$ cat src/rtl/fixed_accum_sat_if.sv
// fixed_accum_sat_if
//   Bundles the run handshake and the fixed-point sample stream of
//   fixed_accum_sat.
//   slave  : the accumulator side (drives o_* signals)
//   master : the requester / sample source side (drives i_* signals)
//   Run handshake : i_run_req, i_run_count, i_run_shift,
//                   o_run_busy, o_run_return, o_run_done, o_run_sat
//   Sample stream : i_fix_valid, i_fix_data, o_fix_ready
interface fixed_accum_sat_if #(
  parameter int DATA_W = 32,
  parameter int CNT_W  = 8,
  parameter int SH_W   = 5
);
  logic              i_run_req;
  logic [CNT_W-1:0]  i_run_count;
  logic [SH_W-1:0]   i_run_shift;
  logic              o_run_busy;
  logic [DATA_W-1:0] o_run_return;
  logic              o_run_done;
  logic              o_run_sat;
  logic              i_fix_valid;
  logic [DATA_W-1:0] i_fix_data;
  logic              o_fix_ready;

  modport slave (
    input  i_run_req, i_run_count, i_run_shift, i_fix_valid, i_fix_data,
    output o_run_busy, o_run_return, o_run_done, o_run_sat, o_fix_ready
  );

  modport master (
    output i_run_req, i_run_count, i_run_shift, i_fix_valid, i_fix_data,
    input  o_run_busy, o_run_return, o_run_done, o_run_sat, o_fix_ready
  );
endinterface

$ cat src/rtl/fixed_accum_sat.sv
// fixed_accum_sat
//   Accumulates a requested number of signed fixed-point samples in a
//   widened accumulator, arithmetic-right-shifts the sum, saturates it to
//   DATA_W and returns it on the run handshake.
// Ports
//   clock : rising-edge clock
//   reset : asynchronous, active-high reset
//   ce    : clock enable; every register holds while low
//   bus   : fixed_accum_sat_if.slave (run handshake + sample stream)
//
// state  | meaning
// IDLE   | waiting for i_run_req; count/shift latched on accept
// ACC    | accepting samples until count have been summed
// SHIFT  | shift the sum, compute clipped value and saturation flag
// DONE   | load result outputs, pulse o_run_done, drop busy
module fixed_accum_sat #(
  parameter int DATA_W = 32,
  parameter int CNT_W  = 8,
  parameter int SH_W   = 5
) (
  input  logic           clock,
  input  logic           reset,
  input  logic           ce,
  fixed_accum_sat_if.slave bus
);
  localparam int ACC_W = DATA_W + CNT_W;

  localparam logic [1:0] S_IDLE  = 2'd0;
  localparam logic [1:0] S_ACC   = 2'd1;
  localparam logic [1:0] S_SHIFT = 2'd2;
  localparam logic [1:0] S_DONE  = 2'd3;

  logic [1:0]               state;
  logic [CNT_W-1:0]         cnt_q;
  logic [CNT_W-1:0]         n_q;
  logic [SH_W-1:0]          sh_q;
  logic signed [ACC_W-1:0]  acc_q;
  logic signed [ACC_W-1:0]  shifted;
  logic [DATA_W-1:0]        clip_q;
  logic [DATA_W-1:0]        clip_d;
  logic                     sat_q;
  logic                     sat_d;
  logic [DATA_W-1:0]        ret_q;
  logic                     ret_sat_q;
  logic                     busy_q;
  logic                     done_q;
  logic                     accept;
  logic                     last;

  assign bus.o_fix_ready  = (state == S_ACC) & ce;
  assign bus.o_run_busy   = busy_q;
  assign bus.o_run_return = ret_q;
  assign bus.o_run_done   = done_q;
  assign bus.o_run_sat    = ret_sat_q;

  assign accept = bus.i_fix_valid & bus.o_fix_ready;
  assign last   = (n_q + CNT_W'(1)) == cnt_q;

  always_comb begin
    shifted = acc_q >>> sh_q;
    // The shifted sum fits in DATA_W only if every bit from the result MSB
    // upward is a copy of the sign bit.
    sat_d = shifted[ACC_W-1:DATA_W-1] != {(CNT_W+1){shifted[ACC_W-1]}};
    if (!sat_d)
      clip_d = shifted[DATA_W-1:0];
    else if (shifted[ACC_W-1])
      clip_d = {1'b1, {(DATA_W-1){1'b0}}};
    else
      clip_d = {1'b0, {(DATA_W-1){1'b1}}};
  end

  always_ff @(posedge clock or posedge reset) begin
    if (reset) begin
      state     <= S_IDLE;
      cnt_q     <= '0;
      n_q       <= '0;
      sh_q      <= '0;
      acc_q     <= '0;
      clip_q    <= '0;
      sat_q     <= 1'b0;
      ret_q     <= '0;
      ret_sat_q <= 1'b0;
      busy_q    <= 1'b0;
      done_q    <= 1'b0;
    end else if (ce) begin
      done_q <= 1'b0;
      case (state)
        S_IDLE: begin
          if (bus.i_run_req) begin
            cnt_q  <= bus.i_run_count;
            sh_q   <= bus.i_run_shift;
            acc_q  <= '0;
            n_q    <= '0;
            busy_q <= 1'b1;
            state  <= (bus.i_run_count != '0) ? S_ACC : S_SHIFT;
          end
        end
        S_ACC: begin
          if (accept) begin
            acc_q <= acc_q + {{CNT_W{bus.i_fix_data[DATA_W-1]}}, bus.i_fix_data};
            n_q   <= n_q + CNT_W'(1);
            if (last)
              state <= S_SHIFT;
          end
        end
        S_SHIFT: begin
          clip_q <= clip_d;
          sat_q  <= sat_d;
          state  <= S_DONE;
        end
        S_DONE: begin
          ret_q     <= clip_q;
          ret_sat_q <= sat_q;
          done_q    <= 1'b1;
          busy_q    <= 1'b0;
          state     <= S_IDLE;
        end
        default: state <= S_IDLE;
      endcase
    end
  end
endmodule

$ cat src/flat_wrapper.sv
// flat-port wrapper written by rule: the top's interface ports become plain ports
module fixed_accum_sat_flat 
#(
  parameter int DATA_W = 32,
  parameter int CNT_W  = 8,
  parameter int SH_W   = 5
)
  (clock, reset, ce, bus_i_run_req, bus_i_run_count, bus_i_run_shift, bus_i_fix_valid, bus_i_fix_data, bus_o_run_busy, bus_o_run_return, bus_o_run_done, bus_o_run_sat, bus_o_fix_ready);
  fixed_accum_sat_if #(.DATA_W(DATA_W), .CNT_W(CNT_W), .SH_W(SH_W)) bus_i ();
  input  logic clock;
  input  logic reset;
  input  logic ce;
  input wire logic [$bits(bus_i.i_run_req)-1:0] bus_i_run_req;
  input wire logic [$bits(bus_i.i_run_count)-1:0] bus_i_run_count;
  input wire logic [$bits(bus_i.i_run_shift)-1:0] bus_i_run_shift;
  input wire logic [$bits(bus_i.i_fix_valid)-1:0] bus_i_fix_valid;
  input wire logic [$bits(bus_i.i_fix_data)-1:0] bus_i_fix_data;
  output wire logic [$bits(bus_i.o_run_busy)-1:0] bus_o_run_busy;
  output wire logic [$bits(bus_i.o_run_return)-1:0] bus_o_run_return;
  output wire logic [$bits(bus_i.o_run_done)-1:0] bus_o_run_done;
  output wire logic [$bits(bus_i.o_run_sat)-1:0] bus_o_run_sat;
  output wire logic [$bits(bus_i.o_fix_ready)-1:0] bus_o_fix_ready;
  assign bus_i.i_run_req = bus_i_run_req;
  assign bus_i.i_run_count = bus_i_run_count;
  assign bus_i.i_run_shift = bus_i_run_shift;
  assign bus_i.i_fix_valid = bus_i_fix_valid;
  assign bus_i.i_fix_data = bus_i_fix_data;
  assign bus_o_run_busy = bus_i.o_run_busy;
  assign bus_o_run_return = bus_i.o_run_return;
  assign bus_o_run_done = bus_i.o_run_done;
  assign bus_o_run_sat = bus_i.o_run_sat;
  assign bus_o_fix_ready = bus_i.o_fix_ready;
  fixed_accum_sat #(.DATA_W(DATA_W), .CNT_W(CNT_W), .SH_W(SH_W)) u_core (.clock(clock), .reset(reset), .ce(ce), .bus(bus_i));
endmodule
$ cat config.mk
export PLATFORM = sky130hd
export DESIGN_NAME = fixed_accum_sat_flat
export DESIGN_NICKNAME = d
export VERILOG_FILES = /design/src/rtl/fixed_accum_sat_if.sv /design/src/rtl/fixed_accum_sat.sv /design/src/flat_wrapper.sv
export SDC_FILE = /design/constraint.sdc
export NUM_CORES = 1
export LEC_CHECK = 0
export CAP_MARGIN = 20
export CORE_ASPECT_RATIO = 1.4
export CORE_MARGIN = 4
export CORE_UTILIZATION = 55
export CTS_CLUSTER_SIZE = 10
export DETAILED_ROUTE_END_ITERATION = 8
export GPL_TIMING_DRIVEN = 0
export PLACE_DENSITY = 0.77
export SETUP_SLACK_MARGIN = 0.5
export SLEW_MARGIN = 10
export SYNTH_ARGS = -nofsm -noshare
export SYNTH_HDL_FRONTEND = slang
export SYNTH_SLANG_ARGS = --single-unit
export TNS_END_PERCENT = 50
$ cat constraint.sdc
create_clock -name clock -period 5.45 [get_ports clock]
set_clock_uncertainty 0.2 [all_clocks]
set_input_delay 1.09 -clock clock [delete_from_list [all_inputs] [get_ports clock]]
set_output_delay 1.09 -clock clock [all_outputs]
set_load 0.01 [all_outputs]
# After elaboration in Yosys (flattened, before gate mapping)
# Cells that the tools add are included.
dict set report classes {
  div 0
  reduce_logical 10
  shift 1
  eq_ne 8
  magnitude_cmp 0
  addsub 2
  mux 16
  multipliers 0
  bitwise_logic 2
}
# op count
set op_table {}
lappend op_table {{2-to-1 mux 40 bit} 2}
lappend op_table {{one-hot mux 40 bit (2 select lines)} 1}
lappend op_table {{2-to-1 mux 32 bit} 2}
lappend op_table {{adder 40 bit} 1}
lappend op_table {{>>> shifter 40 x 5 -> 40 bit} 1}
lappend op_table {{2-to-1 mux 8 bit} 2}
lappend op_table {{one-hot mux 8 bit (2 select lines)} 1}
lappend op_table {{adder 8 x 1 -> 8 bit (second input constant)} 1}
lappend op_table {{== test 8 bit} 1}
lappend op_table {{2-to-1 mux 2 bit} 4}
lappend op_table {{inequality test 8 bit} 1}
lappend op_table {{one-hot mux 2 bit (4 select lines)} 1}
lappend op_table {{AND reduction 4 bit} 2}
lappend op_table {{nonzero test 8 bit} 1}
lappend op_table {{AND reduction 3 bit} 2}
lappend op_table {{== test 2 bit (second input constant)} 2}
lappend op_table {{inequality test 2 x 1 -> 1 bit (second input constant)} 2}
lappend op_table {{AND reduction 2 bit} 2}
lappend op_table {{nonzero test 2 bit} 2}
lappend op_table {{AND 1 bit} 2}
lappend op_table {{== test 2 x 1 -> 1 bit (second input constant)} 1}
lappend op_table {{zero test 2 bit} 1}
lappend op_table {{2-to-1 mux 1 bit} 2}
lappend op_table {{inequality test 2 bit (second input constant)} 1}
lappend op_table {{one-hot mux 1 bit (2 select lines)} 1}
dict set report totals {
  regBits 131
  ram_bits 0
  mem_bits_ro 0
  memories 0
  latch_bits 0
}

# Logic depth before layout (Yosys ltp)
# Gate-level depths: netlist (run 1).
dict set report depth {
  depth_word 5
  ltp_mapped 12
}

# Worst setup path before layout (run 1)
# Ideal clock, no wire load.
dict set report synth_path {
  path_type {in2reg}
  startpoint {input bus_i_fix_data[0]}
  endpoint {register u_core.acc_q[32]}
  t_arrival_ns 3.539
  setup_slack_ns 1.578
  n_path_buf 0
  setup_time_ns 0.133
  path_stages 12
  path_cell_list {ha_1 -> fa_1 -> a211oi_1 -> o211ai_1 -> a21oi_1 -> o31a_1 -> o21a_1 -> o31ai_2 -> a211o_1 -> a31oi_1 -> xor2_1 -> o21ai_0}
}
dict set report synth_between {
  elab_chain_len 3
}
# element line_no
set synth_rtl {}
lappend synth_rtl {{from (decl)} flat_wrapper.sv:17} ;# input wire logic [$bits(bus_i.i_fix_data)-1:0] bus_i_fix_data;
lappend synth_rtl {{adder 40 bit} fixed_accum_sat.sv:100} ;# acc_q <= acc_q + {{CNT_W{bus.i_fix_data[DATA_W-1]}}, bus.i_fix_data};
lappend synth_rtl {{2-to-1 mux 40 bit} fixed_accum_sat.sv:99} ;# if (accept) begin
lappend synth_rtl {{one-hot mux 40 bit (2 select lines)} fixed_accum_sat.sv:87} ;# case (state)
lappend synth_rtl {{to (signal assigned)} fixed_accum_sat.sv:100}
lappend synth_rtl {{to (decl)} fixed_accum_sat.sv:37} ;# logic signed [ACC_W-1:0] acc_q;
# No other way between the ends. The select of a mux whose other input is x is not followed.
# A chain may end at the register's enable or synchronous reset.

# Final worst setup path (run 1)
# Ends and elaborated chain as after synthesis.

==> flow_summary.ini, run 1 <==
[logic_synthesis]
syn_area_per_cell_sq_um = 9.434
synth_cells = 984
syn-num-nets = 1079
synth_edf_count = 0
ys_types = 72
yosysSeqAreaShare_pct = 35.31
yosysWarnings = 0
synth-main-ff-cell = dfrtp_1
syn_area_sq_um = 9283
synth-seq-cells = 131
synth-async-reset-ratio_pct = 100.0

[worst_hold_path]
hp-class = register to register
min-delay-start = u_core.clip_q[23]
hold_end = u_core.clip_q[23]
min_path_cells = 2

[detailed_routing]
dr.first_iter.drc_count = 550
via_count = 8008
ant_nets = 0
drc = 0
wl_per_cell_um = 19.06
drt-total-wl_um = 24790
dr.pass1.iters = 5
vias_per_cell = 6.155

[worst_setup_path]
crit_chain = clkdlybuf4s50_1 > ha_1 > fa_1 > a211oi_1 > o211ai_1 > a21oi_1 > o31a_1 > o21a_1 > o31ai_2 > a211o_1 > a31oi_1 > xor2_1 > o21ai_0
cp_top_family = compound AO/OA/AOI/OAI gates
rr_startpoint = u_core.acc_q[0]
r2r_end = u_core.acc_q[32]
crit_type = input port to register
critical_path.endpoint_type = register
reg2reg_setup_slack_ns = 1.73
reg2regPathDepth = 12
cp_num_buf_inv = 1
crit_required_ns = 5.53
crit_path_max_incr_delay_ns = 0.43
cp.arrival_ns = 4.52
critPathMaxFanout = 5
slowest_stage = clkdlybuf4s50_1
worst_setup_path_start_kind = input port

[timing]
fmax_mhz = 225.4
maxSlewViolCount = 0
relSlewSlack_pct = 49.68
fin_crit_sh_pct = 81.41
fin_crit_ns = 4.437
worst-slew-pin-transition_ns = 0.7548
rsz0062_at_grt = false
hold_violations = 0
final-setup-viol-count = 0

[layout]
n_fill_cell = 1320
antenna_cells = 0
stdcell_count = 1301
final_nets = 1184
syn2layout_area_growth_pct = 18.59
finalInstanceArea_sq_um = 11010
layout-drive-gt1-share_pct = 13.43

[clock_tree]
cts_setup_buffers = 0
worstSkewPairLatency_ns = 0.42
cts_tree = yes
htree_levels = 4
cts_buffers = 17
cts-root-buf = clkbuf_16
cts_hold_buf = 0
cts.path.max_buffers = 2
clkTransAtPathRegs_ns = 0.06
clock-sinks = 131
post_cts_resized = 0

[pwr]
p_leak_nw = 4.844
ir_drop_mv = 0.2815
pwr_density_cell_nw_per_um2 = 639.3

[grt]
grt_max_degree = 76
overflow = 0
grt_pass1_wl_um = 39820
track_usage_pct = 25.74
grt_pass1_vias = 7876
antenna_found_initial = 0

[floorplan]
ios = 86
core_sq_um = 16380
fp.dieH_um = 161.7
rows = 55
die_w_um = 117.8
start_util_pct = 56.68
die_area_sq_um = 19050

[run_status]
status = finished, final reports clean

[placed_design]
dp_hpwl_um = 19140
port_buffers = 85
gp_congestion = 0.9564
placed_cells = 1269
placed_area_sq_um = 10420

[run]
drv_cap = 0
==> placed cells by master (no fill, tap or decap), types with 25 or more instances in the layout <==
| cell type | count |
|---|---|
| dfrtp_1 | 131 |
| o21ai_0 | 100 |
| ha_1 | 44 |
| clkbuf_1 | 42 |
| nand2_1 | 135 |
| nor2_1 | 45 |
| a21oi_1 | 57 |
| mux4_2 | 25 |
| mux2_2 | 56 |
| clkdlybuf4s50_1 | 85 |
==> cell type report <==
| cell class | count | area [sq um] | area share, % |
|---|---|---|---|
| multi-input combinational | 771 | 5657 | 51.39 |
| sequential | 131 | 3278 | 29.78 |
| timing repair buffer | 86 | 878.3 | 7.979 |
| clock buffer | 19 | 442.9 | 4.024 |
| buffer | 60 | 265.3 | 2.410 |
| tap | 199 | 249.0 | 2.262 |
| clock inverter | 13 | 150.1 | 1.364 |
| inverter | 22 | 87.58 | 0.7956 |
==> cells by family after synthesis <==
kind of cell               after synthesis  synth area share [%]
adders and majority gates               45                 6.146
buffers and inverters                   82                 3.747
and+or+nand+nor                        266                 12.95
DFF                                    131                 35.31
xor gates and xnor gates                43                 4.057
AOI/OAI and AO/OA                      310                 22.01
muxes                                  107                 15.77
==> how the worst max path moves through the flow <==
stage                                 start               end  cells after the start
final                     bus_i_fix_data[0]  u_core.acc_q[32]                     13
after global routing      bus_i_fix_data[0]  u_core.acc_q[32]                     13
after CTS                 bus_i_fix_data[0]  u_core.acc_q[32]                     13
after detailed placement  bus_i_fix_data[0]  u_core.acc_q[32]                     13
after global placement                reset  u_core.acc_q[28]                      2
after floorplan                       reset   u_core.acc_q[0]                      1
==> Yosys cell counts (8+ instances only) <==
library cell	count	area (sq um)
a22o_1	23	201.4
o21a_1	12	90.09
nand3_1	23	115.1
xor2_1	24	210.2
o21ai_0	100	500.5
mux4_2	25	563.0
ha_1	44	550.5
dfrtp_1	131	3278
a211oi_1	19	142.6
nor2_1	45	168.9
a32o_1	8	80.08
a22oi_1	15	112.6
a21o_1	18	135.1
mux2i_1	24	240.2
inv_1	20	75.07
nand2_1	135	506.7
clkbuf_1	41	153.9
xnor2_1	19	166.4
a31oi_1	10	62.56
buf_2	11	55.05
and2_1	9	56.30
mux2_2	56	630.6
a21oi_1	57	285.3
==> metal layers <==
metal,GRT usage [%],vias to the layer above,wire length [um]
li1,-,3865,-
met1,29.87,3818,9981
met2,47.24,264,12730
met3,3.413,61,1008
met4,11.79,0,1071
met5,0,-,0
==> flip-flops by register name (all words and copies together) (netlist names) <==
name / cells
u_core.bus.o_run_done: 1
u_core.sh_q: 5
u_core.cnt_q: 8
u_core.bus.o_run_sat: 1
u_core.sat_q: 1
u_core.acc_q: 40
u_core.state: 2
u_core.bus.o_run_return: 32
u_core.clip_q: 32
u_core.n_q: 8
u_core.bus.o_run_busy: 1
==> where the power goes <==
part           switching (mW)  internal [mW]  leakage, nW
Sequential              0.364           1.37         1.70
Combinational            2.34           1.80         2.87
Clock                   0.460          0.694        0.279
==> worst min-delay path: cells and delay by family (launching register included) <==
| family | cells | cell delay (ns) |
|---|---|---|
| AND/OR/NAND/NOR | 1 | 0.05 |
| flip-flops | 1 | 0.35 |
| AO/OA/AOI/OAI | 1 | 0.06 |
==> per-stage QoR <==
stage	hold WS [ns]	setup TNS, ns	utilization [%]	worst slack, ns	total power, mW
2_1_floorplan	0.2446	0	-	0.6623	4.611
3_3_place_gp	0.2652	-137.48	63.39	-1.062	5.731
3_5_place_dp	0.2707	0	63.59	0.6070	5.810
4_1_cts	0.2954	0	67.21	1.024	6.997
5_1_grt	0.3095	0	67.21	0.8772	7.516
6_report	0.2986	0	67.21	1.013	7.037
(Power assumes the default switching activity.)
==> inputs of run 2 (changes only) <==
==> constraint.sdc (replaced) <==
create_clock -name clock -period 4.5 [get_ports clock]
set_clock_uncertainty 0.2 [all_clocks]
set_input_delay 0.9 -clock clock [delete_from_list [all_inputs] [get_ports clock]]
set_output_delay 0.9 -clock clock [all_outputs]
set_load 0.01 [all_outputs]
==> flow_summary.ini, run 2 (synthesis results as in run 1) <==
[detailed_routing]
wl_per_cell_um = 19.18
dr.first_iter.drc_count = 474
dr.pass1.iters = 6
ant_nets = 0
vias_per_cell = 6.127
drt-total-wl_um = 25070
via_count = 8008
drc = 0

[worst_setup_path]
reg2reg_setup_slack_ns = 1.08
critical_path.endpoint_type = register
critPathMaxFanout = 5
worst_setup_path_start_kind = input port
crit_required_ns = 4.60
cp.arrival_ns = 3.95
crit_type = input port to register

[layout]
layout_commonest_cell = nand2_1
final_cell_mix = 135 x nand2_1, 131 x dfrtp_1, 100 x o21ai_0, 85 x clkdlybuf4s50_1
n_fill_cell = 1309
final_nets = 1190
regMostFlops = u_core.acc_q
layout-drive-gt1-share_pct = 14.53
ff_latch_area_sq_um = 3278
syn2layout_area_growth_pct = 19.56
largest_reg_flops = 40
finalInstanceArea_sq_um = 11100
antenna_cells = 0
multiInputGateArea_sq_um = 5697

[timing]
tns_ns = 0
final-setup-viol-count = 0
fmax_mhz = 259.6
fin_crit_sh_pct = 85.59
hold_violations = 0
maxSlewViolCount = 0
rsz0062_at_grt = true
worst-slew-pin-transition_ns = 0.7637
relSlewSlack_pct = 49.09
fin_crit_ns = 3.852

[placed_design]
placed_area_sq_um = 10450
port_buffers = 85
dp_hpwl_um = 19350
gp_congestion = 0.9794

[grt]
track_usage_pct = 26.19
antenna_found_initial = 0
grt_max_degree = 40
grt_pass1_vias = 7843
overflow = 0
grt_pass1_wl_um = 40300

[pwr]
ir_drop_mv = 0.3488
p_leak_nw = 4.878
pwr_density_cell_nw_per_um2 = 771.6

[floorplan]
die_area_sq_um = 19050
rows = 55
start_util_pct = 56.68
core_sq_um = 16380
die_w_um = 117.8
fp.dieH_um = 161.7
ios = 86

[clock_tree]
cts_tree = yes
cts-root-buf = clkbuf_16
clkTransAtPathRegs_ns = 0.06
cts.path.max_buffers = 2
cts_buffers = 17
clock-sinks = 131
cts_hold_buf = 0
worstSkewPairLatency_ns = 0.43
htree_levels = 4

[run]
drv_cap = 0

[run_status]
status = finished, final reports clean

[worst_hold_path]
hp-class = register to register
==> run 2: changes by cell type in the layout (fill, tap and decap cells not counted), sizes merged <==
cell / previous run / this run
buf: 20 / 26
clkbuf: 60 / 59
clkinv: 3 / 4
==> run 2: worst max-delay path, cell delays in order <==
cell and delay (ns):
clkdlybuf4s50_1 0.41, ha_1 0.36, o21ai_0 0.22, a21oi_1 0.12, a41oi_2 0.32, o21a_1 0.20, o211a_1 0.26, a21o_1 0.17
a21oi_1 0.10, o31a_1 0.30, or2_1 0.23, a311o_1 0.35
==> run 2: through the flow <==
step / util (%) / hold WS [ns] / total power [mW] / instances / worst slack (ns)
floorplan: - / 0.2446 / 5.584 / 984 / 0.8178
global placement: 63.41 / 0.2635 / 6.961 / 1268 / -0.1818
detailed placement: 63.78 / 0.2771 / 7.048 / 1271 / -0.2247
CTS: 67.44 / 0.3007 / 8.478 / 1304 / 0.5628
global route: 67.76 / 0.3133 / 9.158 / 1307 / 0.4623
finish: 67.76 / 0.2973 / 8.564 / 1307 / 0.6483
==> run 2: power breakdown <==
part | internal, mW | switching [mW] | leakage [nW]
clock | 0.824 | 0.560 | 0.280
sequential | 1.66 | 0.442 | 1.70
combinational | 2.22 | 2.86 | 2.90
total | 4.70 | 3.86 | 4.88
==> run 2: repair_timing <==
item                                   CTS  global route
gates resized for setup                  3             6
setup endpoints to repair                4             4
pin swaps                                1             7
buffers inserted                         1             3
endpoints found under the hold margin    0             0
==> run 2: path summary, 6_finish.rpt <==
check,endpoint,startpoint,cells past startpoint
max in group asynchronous,u_core.sh_q[0],reset,4
min in group asynchronous,u_core.bus.o_run_done,reset,2
max reg2reg,u_core.acc_q[39],u_core.acc_q[5],11
max,u_core.acc_q[39],bus_i_fix_data[5],12
min,u_core.clip_q[17],u_core.clip_q[17],1
min reg2reg,u_core.clip_q[17],u_core.clip_q[17],1
==> run 2: routing by layer <==
metal | share of wire, % | GRT usage [%] | routed length [um]
met1 | 40 | 30.22 | 10020
met2 | 51 | 47.81 | 12800
met3 | 3.9 | 3.135 | 971
met4 | 5.1 | 13.39 | 1280
met5 | 0 | 0 | 0
==> run 2: cell type report <==
cell class | count | share of cell area, %
multi-input combinational | 771 | 51.33
sequential | 131 | 29.54
timing repair buffer | 92 | 8.478
clock buffer | 18 | 3.867
buffer | 60 | 2.390
tap | 199 | 2.244
clock inverter | 14 | 1.375
inverter | 22 | 0.7779
==> inputs of run 3 (changes only) <==
--- a/config.mk
+++ b/config.mk
@@ -5,7 +5,6 @@
 export SDC_FILE = /design/constraint.sdc
 export NUM_CORES = 1
 export LEC_CHECK = 0
-export CAP_MARGIN = 20
 export CORE_ASPECT_RATIO = 1.4
 export CORE_MARGIN = 4
 export CORE_UTILIZATION = 55
==> flow_summary.ini, run 3 (synthesis results as in run 1) <==
[run_status]
status = finished, final reports clean

[timing]
hold_violations = 0
fin_crit_sh_pct = 85.59
tns_ns = 0
holdWs_ns = 0.2973
final-setup-viol-count = 0
rsz0062_at_grt = true
fmax_mhz = 259.6
maxSlewViolCount = 0
relSlewSlack_pct = 49.09
worst-slew-pin-transition_ns = 0.7637
setup_slack_ns = 0.6483
fin_crit_ns = 3.852

[detailed_routing]
dr.first_iter.drc_count = 474
drc = 0
drt-total-wl_um = 25070
ant_nets = 0
via_count = 8008
dr.pass1.iters = 6
vias_per_cell = 6.127
wl_per_cell_um = 19.18

[clock_tree]
clkTransAtPathRegs_ns = 0.06
htree_levels = 4
cts-root-buf = clkbuf_16
cts_tree = yes
cts.path.max_buffers = 2
cts_hold_buf = 0
clock-sinks = 131
worstSkewPairLatency_ns = 0.43
cts_buffers = 17

[layout]
antenna_cells = 0
finalInstanceArea_sq_um = 11100
layout_commonest_cell = nand2_1
n_fill_cell = 1309
stdcell_count = 1307
final_cell_mix = 135 x nand2_1, 131 x dfrtp_1, 100 x o21ai_0, 85 x clkdlybuf4s50_1
multiInputGateArea_sq_um = 5697
fin_util_pct = 67.76
layout-drive-gt1-share_pct = 14.53
largest_reg_flops = 40
regMostFlops = u_core.acc_q
ff_latch_area_sq_um = 3278
syn2layout_area_growth_pct = 19.56
final_nets = 1190

[floorplan]
core_sq_um = 16380
ios = 86
rows = 55
die_area_sq_um = 19050
start_util_pct = 56.68
fp.dieH_um = 161.7
die_w_um = 117.8

[worst_setup_path]
critical_path.endpoint_type = register
cp.arrival_ns = 3.95
worst_setup_path_start_kind = input port
crit_type = input port to register
critPathMaxFanout = 5
crit_required_ns = 4.60

[pwr]
p_leak_nw = 4.878
power_switching_mw = 3.859
ir_drop_mv = 0.3488
p_int_mw = 4.705
switching_share_pct = 45.06
pwr-share-comb_pct = 59.3
pwr_density_cell_nw_per_um2 = 771.6
total_power_mw = 8.564
p_clk_share_pct = 16.2
power_frac_seq_pct = 24.6

[grt]
overflow = 0
antenna_found_initial = 0
grt_max_degree = 40
grt_pass1_vias = 7843
grt_pass1_wl_um = 40300
track_usage_pct = 26.19

[placed_design]
gp_congestion = 0.9794
placed_cells = 1271
dp_hpwl_um = 19350
port_buffers = 85
placed_area_sq_um = 10450
dpl_worst_slack_ns = -0.2247

[worst_hold_path]
hp-class = register to register

[run]
drv_cap = 0
-- run 3: cell counts in the layout (fill, tap and decap cells not counted) --
No cell type changed its count.
-- run 3: cell type report --
cell class | instances | area share [%]
multi-input combinational | 771 | 51.33
tap | 199 | 2.244
buffer | 60 | 2.390
sequential | 131 | 29.54
inverter | 22 | 0.7779
timing repair buffer | 92 | 8.478
clock buffer | 18 | 3.867
clock inverter | 14 | 1.375
-- run 3: worst max-delay path, cell delays in order --
cell             delay, ns
clkdlybuf4s50_1       0.41
ha_1                  0.36
o21ai_0               0.22
a21oi_1               0.12
a41oi_2               0.32
o21a_1                0.20
o211a_1               0.26
a21o_1                0.17
a21oi_1               0.10
o31a_1                0.30
or2_1                 0.23
a311o_1               0.35
-- run 3: power by group through the flow --
stage,sequential (mW),clock [mW],combinational [mW]
after global routing,2.17,1.45,5.54
after floorplan,2.02,0,3.56
after CTS,2.10,1.39,4.99
final,2.10,1.38,5.08
after global placement,2.09,0,4.87
after detailed placement,2.12,0,4.93
-- run 3: path summary, 6_finish.rpt --
path / start / to / slack [ns] / cells past startpoint
min in group asynchronous: reset / u_core.bus.o_run_done / 0.68 / 2
min reg2reg: u_core.clip_q[17] / u_core.clip_q[17] / 0.30 / 1
max: bus_i_fix_data[5] / u_core.acc_q[39] / 0.65 / 12
max in group asynchronous: reset / u_core.sh_q[0] / 2.59 / 4
max reg2reg: u_core.acc_q[5] / u_core.acc_q[39] / 1.08 / 11
min: u_core.clip_q[17] / u_core.clip_q[17] / 0.30 / 1
-- run 3: timing repair --
action	4_1_cts	5_1_grt
pin swaps	1	7
setup endpoints to repair	4	4
buffers inserted	1	3
resized for setup	3	6
-- run 3: layer usage --
layer | wire [um] | GRT usage (%) | vias up | part of all wire, %
met3 | 971 | 3.135 | 73 | 3.9
met5 | 0 | 0 | - | 0
met1 | 10020 | 30.22 | 3809 | 40
li1 | - | - | 3865 | -
met4 | 1280 | 13.39 | 0 | 5.1
met2 | 12800 | 47.81 | 261 | 51
